[src/rtl/ntt_pkg.sv]
`default_nettype none
// ============================================================================
//  Module   : ntt_pkg
//  Brief    : Shared types and default constants for the NTT datapath
//             (loader FSM states, default geometry, lane-index width).
//  Revision : 1.0 - initial release
// ============================================================================
package ntt_pkg;

  // Default polynomial geometry
  localparam int c_DEFAULT_BN     = 16;
  localparam int c_DEFAULT_DEGREE = 1024;

  // Width of a lane index within one row for the default bank count
  localparam int c_LANE_W = $clog2(c_DEFAULT_BN);

  // Loader control states
  typedef enum logic [1:0] {
    IDLE = 2'd0,
    LOAD = 2'd1,
    DONE = 2'd2
  } loader_state_t;

endpackage
`default_nettype wire

[src/rtl/mod_cond_sub.sv]
`default_nettype none
// ============================================================================
//  Module   : mod_cond_sub
//  Brief    : Combinational single conditional subtraction, y = x mod q,
//             valid only for x < 2q. Shared with the butterfly units.
//  Revision : 1.0 - initial release
// ============================================================================
module mod_cond_sub #(
  parameter int WIDTH = 32
) (
  input  logic [WIDTH-1:0] i_x,
  input  logic [WIDTH-1:0] i_q,
  output logic [WIDTH-1:0] o_y
);

  // One subtraction suffices because the input is below 2q
  assign o_y = (i_x >= i_q) ? (i_x - i_q) : i_x;

endmodule
`default_nettype wire

[src/rtl/ntt_coef_loader.sv]
`default_nettype none
// ============================================================================
//  Module   : ntt_coef_loader
//  Brief    : Serial coefficient intake for the NTT core. Packs BN
//             consecutive coefficients into one row and writes it to the
//             BN-bank coefficient memory; pulses load_done after the last row.
//             Optional define NTT_LOADER_MOD_REDUCE_EN reduces each accepted
//             coefficient once against modulus before storage.
//  Revision : 1.0 - initial release
// ============================================================================
module ntt_coef_loader
  import ntt_pkg::*;
#(
  parameter int D_WIDTH = 32,
  parameter int DEGREE  = c_DEFAULT_DEGREE,
  parameter int BN      = c_DEFAULT_BN,
  parameter int MA      = DEGREE / BN,
  parameter int AW      = $clog2(MA)
) (
  input  logic                  clk,
  input  logic                  rst,
  input  logic [D_WIDTH-1:0]    modulus,
  input  logic                  start,
  input  logic                  in_valid,
  input  logic [D_WIDTH-1:0]    in_data,
  output logic                  in_ready,
  output logic                  mem_wr_en,
  output logic [AW-1:0]         mem_wr_addr,
  output logic [BN*D_WIDTH-1:0] mem_wr_data,
  output logic                  busy,
  output logic                  load_done
);

  localparam int              c_LW       = (BN > 1) ? $clog2(BN) : 1;
  localparam logic [c_LW-1:0] c_LANE_MAX = c_LW'(BN - 1);
  localparam logic [AW-1:0]   c_ROW_MAX  = AW'(MA - 1);

  loader_state_t                r_state;
  loader_state_t                w_state_next;
  logic [c_LW-1:0]              r_lane;
  logic [AW-1:0]                r_row;
  logic [BN-1:0][D_WIDTH-1:0]   r_buf;
  logic [BN-1:0][D_WIDTH-1:0]   r_wr_data;
  logic [BN-1:0][D_WIDTH-1:0]   w_row;
  logic [AW-1:0]                r_wr_addr;
  logic                         r_wr_en;
  logic                         r_load_done;
  logic                         w_beat;
  logic                         w_row_end;
  logic                         w_last_row;
  logic [D_WIDTH-1:0]           w_coef;

`ifdef NTT_LOADER_MOD_REDUCE_EN
  mod_cond_sub #(
    .WIDTH (D_WIDTH)
  ) u_mod_cond_sub (
    .i_x (in_data),
    .i_q (modulus),
    .o_y (w_coef)
  );
`else
  logic w_unused_modulus;
  assign w_coef           = in_data;
  assign w_unused_modulus = ^modulus;
`endif

  assign in_ready   = (r_state == LOAD);
  assign busy       = (r_state == LOAD);
  assign w_beat     = in_valid && in_ready;
  assign w_row_end  = w_beat && (r_lane == c_LANE_MAX);
  assign w_last_row = (r_row == c_ROW_MAX);

  assign mem_wr_en   = r_wr_en;
  assign mem_wr_addr = r_wr_addr;
  assign mem_wr_data = r_wr_data;
  assign load_done   = r_load_done;

  // Control state register
  always_ff @(posedge clk) begin
    if (rst) r_state <= IDLE;
    else     r_state <= w_state_next;
  end

  // Next-state: start only honoured in IDLE; final row end moves to DONE
  always_comb begin
    w_state_next = r_state;
    case (r_state)
      IDLE:    if (start) w_state_next = LOAD;
      LOAD:    if (w_row_end && w_last_row) w_state_next = DONE;
      DONE:    w_state_next = IDLE;
      default: w_state_next = IDLE;
    endcase
  end

  // Completed row: buffered lanes plus the current beat in the top lane
  always_comb begin
    w_row         = r_buf;
    w_row[BN-1]   = w_coef;
  end

  // Lane/row counters, row buffer and registered memory write port
  always_ff @(posedge clk) begin
    if (rst) begin
      r_lane      <= '0;
      r_row       <= '0;
      r_buf       <= '0;
      r_wr_en     <= 1'b0;
      r_wr_addr   <= '0;
      r_wr_data   <= '0;
      r_load_done <= 1'b0;
    end else begin
      r_wr_en     <= w_row_end;
      r_load_done <= (r_state == DONE);
      if (r_state == IDLE && start) begin
        r_lane <= '0;
        r_row  <= '0;
      end else if (w_beat) begin
        r_buf[r_lane] <= w_coef;
        r_lane        <= w_row_end ? '0 : r_lane + 1'b1;
        if (w_row_end) begin
          r_row     <= r_row + 1'b1;
          r_wr_addr <= r_row;
          r_wr_data <= w_row;
        end
      end
    end
  end

endmodule
`default_nettype wire

[config.mk]
export PLATFORM = sky130hd
export DESIGN_NAME = ntt_coef_loader
export DESIGN_NICKNAME = d
export VERILOG_FILES = /design/src/rtl/ntt_pkg.sv /design/src/rtl/mod_cond_sub.sv /design/src/rtl/ntt_coef_loader.sv
export SDC_FILE = /design/constraint.sdc
export NUM_CORES = 2
export LEC_CHECK = 0
export CAP_MARGIN = 0
export CORE_AREA = 2 2 261 263
export DETAILED_ROUTE_END_ITERATION = 6
export DIE_AREA = 0 0 263 265
export PLACE_DENSITY = 0.92
export SLEW_MARGIN = 20
export SYNTH_ARGS = -nofsm -noshare
export SYNTH_HDL_FRONTEND = slang
export SYNTH_SLANG_ARGS = --single-unit
export TNS_END_PERCENT = 20
[constraint.sdc]
create_clock -name clk -period 2.9 [get_ports clk]
set_input_delay 0.435 -clock clk [delete_from_list [all_inputs] [get_ports clk]]
set_output_delay 0.435 -clock clk [all_outputs]
set_load 0.005 [all_outputs]
# Yosys cells after proc, flatten, opt, wreduce, memory -nomap -nowiden
# Cells that the tools add are included.
[classes]
div = 0
n_shift = 0
n_mul = 0
bitwise_logic = 1
muxes = 7
n_reduce_logical = 11
addsub = 2
magnitude_cmp = 2
n_eq_ne = 6
[ops]
columns = ["operator", "n"]
rows = [
  ["bitwise mux 512 bit", 1],
  ["demux 32 bit (select 4 bit)", 1],
  ["2-to-1 mux 32 bit", 1],
  ["adder 6 x 1 -> 6 bit, second input constant", 1],
  ["== test 6 bit, second input constant", 1],
  ["AND reduction 2 bit", 3],
  ["logical AND 1 bit", 5],
  ["less-than comparator 4 x 5 -> 1 bit, second input constant", 1],
  ["adder 4 x 1 -> 4 bit, second input constant", 1],
  ["== test 4 bit, second input constant", 1],
  [">= comparator 4 x 1 -> 1 bit, second input constant", 1],
  ["2-to-1 mux 2 bit", 2],
  ["2-to-1 mux 4 bit", 1],
  ["one-hot mux 2 bit (2 select lines)", 1],
  ["AND reduction 3 bit", 1],
  ["== test 2 x 1 -> 1 bit, second input constant", 1],
  ["== test 2 bit, second input constant", 1],
  ["logical NOT 2 bit", 1],
  ["inequality test 2 x 1 -> 1 bit, second input constant", 1],
  ["inequality test 2 bit, second input constant", 1],
  ["OR reduction 2 bit", 1],
  ["NOT 1 bit", 1],
]
[word_totals]
romBits = 0
regBits = 1044
n_memories = 0
latchBits = 0
output_inout_bits = 522
ramBits = 0
word_cells = 67

# Longest topological paths before layout
[logic_depth]
ltp_word = 6
depth_mapped = 8
mapped_depth_nobuf = 5

# Worst setup path after synthesis
# OpenSTA, ideal clock, no wires.
[synth_timing]
path_type = "input to register"
start = "input port in_valid"
end = "register r_row[3]"
setup_ns = 0.070
slack_ns = 1.175
path_buffers = 3
cell_stages = 6
t_arrival_ns = 1.654
required_time_ns = 2.830
cell_sequence = "buf_2 -> nand2_1 -> buf_2 -> clkbuf_1 -> or4_1 -> a21oi_1"
[synth_between]
elab_chain_len = 3
[synth_rtl]
columns = ["element", "line_no", "text"]
rows = [
  ["start, declared", "ntt_coef_loader.sv:24", "input logic in_valid,"],
  ["logical AND 1 bit *", "ntt_coef_loader.sv:69", "assign w_beat = in_valid && in_ready;"],
  ["logical AND 1 bit", "ntt_coef_loader.sv:70", "assign w_row_end = w_beat && (r_lane == c_LANE_MAX);"],
  ["AND reduction 2 bit (no source line) *", "--", ""],
  ["end signal, assigned", "ntt_coef_loader.sv:121", "r_row <= r_row + 1'b1;"],
  ["end, declared", "ntt_coef_loader.sv:41", "logic [AW-1:0] r_row;"],
]
# Every way passes the cells marked *; elsewhere a longest branch is shown, timed or not.
# A chain may end at the register's enable or synchronous reset.

# Worst setup path after layout
[layout_timing]
start = "register r_state[0]"
end = "output port busy"
[layout_between]
elab_chain_len = 1
[layout_rtl]
columns = ["element", "line_no", "text"]
rows = [
  ["start, declared", "ntt_coef_loader.sv:38", "loader_state_t r_state;"],
  ["start signal, assigned", "ntt_coef_loader.sv:81", "else r_state <= w_state_next;"],
  ["== test 2 x 1 -> 1 bit", "ntt_coef_loader.sv:68", "assign busy = (r_state == LOAD);"],
  ["end, declared", "ntt_coef_loader.sv:30", "output logic busy,"],
]
# No other way between the ends.

==> results.md <==
- Status: finished with violations
- Failing checks: design-rule violations
- Final Net Count: 4,925
- CTS root buffer: clkbuf_16
- Final WL: 144,000 microns
- Kind of critical path: flop to primary output
- Final Setup Violations: 0
- CTS tree: built
- Yosys top cell by area: dfxtp_1
- Hpwl dp: 77,800 microns
- Hold crit path type: primary input to flop
- Vias in the first global route: about 36,000
- Mean Syn Cell Area: 8.15 sq um
- Slew headroom: 23.9%
- Post-synth cell types: 36
- Required time of the critical path: 2.47 ns
- Worst-skew pair later-pin latency: approximately 0.66 ns
- Post-Route Skew: roughly 0.038 ns
- Gate Count Post-Synth: 4,702
- Final RePlAce weighted congestion: 0.838
- Final min period: 2.64 ns
- Average wire per standard cell: 24.9 microns
- Unrepaired setup endpoints after global routing: false
- GRT overflow: 0
- CP arrival: ~2.2 ns
- Worst Tran Pin Value: 1.14 ns
- Crit start category: flop
- Largest net degree at the start of global routing: 129
- Share of the synthesized area in the top cell type: 52.9%
- Via/cell ratio: a little under 7
- Top-Level Pins: 590
- Die Ht: 265 microns
- # placed instances: 5,624
- VDD IR max: 0.000427 V
- Reg clk slew, reported paths: around 0.060 ns
- Final hold violations: 0
- Die area: 0.0697 sq mm
- CTS H-Tree Depth: 3
- Async SR Flop Fraction: 0%
- Drt drc: 27
- Slew Limit Fails: 0
- Initial antenna violation count: 6
- Gr usage total: 39.2%
- Finished Layout Cells: 5,802
- Fmax: 0.379 GHz
- Crit. End Element: primary output
- PD cells: 592 mW/mm^2
- Net count after synthesis: roughly 4,800
- Total Power: between 20 and 30 mW
- Leak: 14.7 nW
- CTS Buffer Depth: 3
- Setup TNS: 0 ns
- Area growth, synth to finish: 23.9%
- DR iter-0 viols: 8,325
- Initial Utilization: 57.4%
- Post-route ant nets: 0
- Largest cells by area after synthesis: dfxtp_1, a21oi_1, nand3_1
- Synth warn: 0
- Placement Rows: 95
- PortBufs: about 560
- Core footprint: between 0.06 and 0.07 sq mm
- Worst Path Max Fanout: 8
- First-pass GRT wire length: 215,000 microns
- Count leader, synth: dfxtp_1
- Final worst-path cycle share: 90.9%
- DRT Pass-1 Iters: 7
- EDFF count, synth: 0
- Die W: 263 microns
- Util after Layout: 71.1%
- Ratio of cells with drive above 1 in the final layout: 6.64%
- Vias: 39,700
- Mapped Area: 0.0383 sq mm
- Primary FF master, synth: dfxtp_1
- Part of the Yosys area used for sequential elements: 52.9%
- Commonest cells post-synth: dfxtp_1, a21oi_1, nand3_1, o21ai_1, o21ai_0
- #FFs+latches synth: 1,012
- Num CTS Buffers: 99
- Max cap viols: 0
- CTS Sinks: slightly above 1,000
[cells by family (layout without fill, tap and decap cells)]
group                    after synthesis  count (layout)  synth area share, %
AO/OA/AOI/OAI                       2013            2013                 26.3
AND/OR/NAND/NOR                     1039            1039                 13.8
flip-flops                          1012            1012                 52.9
buffers and inverters                631             855                 6.82
adder cells (fa/ha/maj)                5               5                0.163
XOR/XNOR                               1               1               0.0229
multiplexers                           1               1               0.0261
other                                  0               3                    0
[where the power goes]
part	internal, mW	leakage [nW]	switching (mW)
logic	0.148	4.91	0.850
registers	13.9	8.15	0.0170
clock network	7.62	1.64	5.57
[cells in the final DEF, fill, tap and decap left out, drive strengths merged, types with 2 or more instances in the layout]
| cell type | count |
|---|---|
| dfxtp | 1012 |
| a21oi | 1005 |
| nand3 | 1003 |
| o21ai | 1002 |
| clkdlybuf4s50 | 525 |
| buf | 150 |
| clkbuf | 142 |
| clkinv | 21 |
| bufinv | 7 |
| inv | 7 |
| ha | 5 |
| and2 | 4 |
| nand2 | 4 |
| nor2 | 4 |
| o31ai | 4 |
| or4 | 4 |
| diode | 3 |
| nor3 | 3 |
| or3 | 3 |
| clkinvlp | 3 |
| and4bb | 2 |
| nand4bb | 2 |
| nor3b | 2 |
[layer usage]
metal  global-route usage, %  vias up  part of all wire [%]
li1                        -    17100                     -
met1                    47.9    18500                    34
met2                    58.1     3313                    43
met3                    10.6      819                    13
met4                    32.4        2                   9.4
met5                       0        -                0.0076
[flip-flops by register name, summed over array words and instances, names as in the netlist]
register and count:
mem_wr_en 1, r_buf 480, r_row 6, r_lane 4
mem_wr_addr 6, r_state 2, mem_wr_data 512, load_done 1
[final timing paths]
kind                    from               end  slack, ns  depth (start not counted)
setup / recovery  r_state[0]              busy       0.26                          4
hold / removal           rst  mem_wr_data[409]       0.26                          2
setup reg to reg   r_lane[2]  mem_wr_data[332]       0.46                          5
hold reg to reg   r_buf[457]  mem_wr_data[457]       0.43                          2
[layout make-up]
| type | count | area [sq um] |
|---|---|---|
| sequential | 1012 | 20300 |
| antenna | 3 | 7.51 |
| inverter | 4 | 15.0 |
| multi-input combinational | 3059 | 15500 |
| clock buffer | 141 | 2920 |
| fill | 4637 | 19300 |
| clock inverter | 34 | 402 |
| timing repair buffer | 676 | 7240 |
| tap | 873 | 1090 |
[metrics by stage]
stage	worst slack [ns]	area, sq um	hold slack [ns]
global route	0.115	47500	0.264
CTS	0.0419	47500	0.226
global placement	0.565	44200	0.445
finish	0.265	47500	0.262
detailed placement	0.497	44200	0.453
floorplan	1.18	38300	0.440
[worst max-delay path, stage by stage (launching register included)]
cell and delay, ns:
dfxtp_2 0.46, buf_4 0.20, nand2b_1 0.11, inv_1 0.20
clkdlybuf4s50_1 0.59
[timing repair]
action / 4_1_cts / 5_1_grt
endpoints found under the hold margin: 0 / 0
hold buffers: 0 / 0
setup buffers: 0 / 0
gates resized for setup: 0 / 1
setup endpoints to repair: 0 / 2
Note: power is estimated with default switching activity, not from simulation.
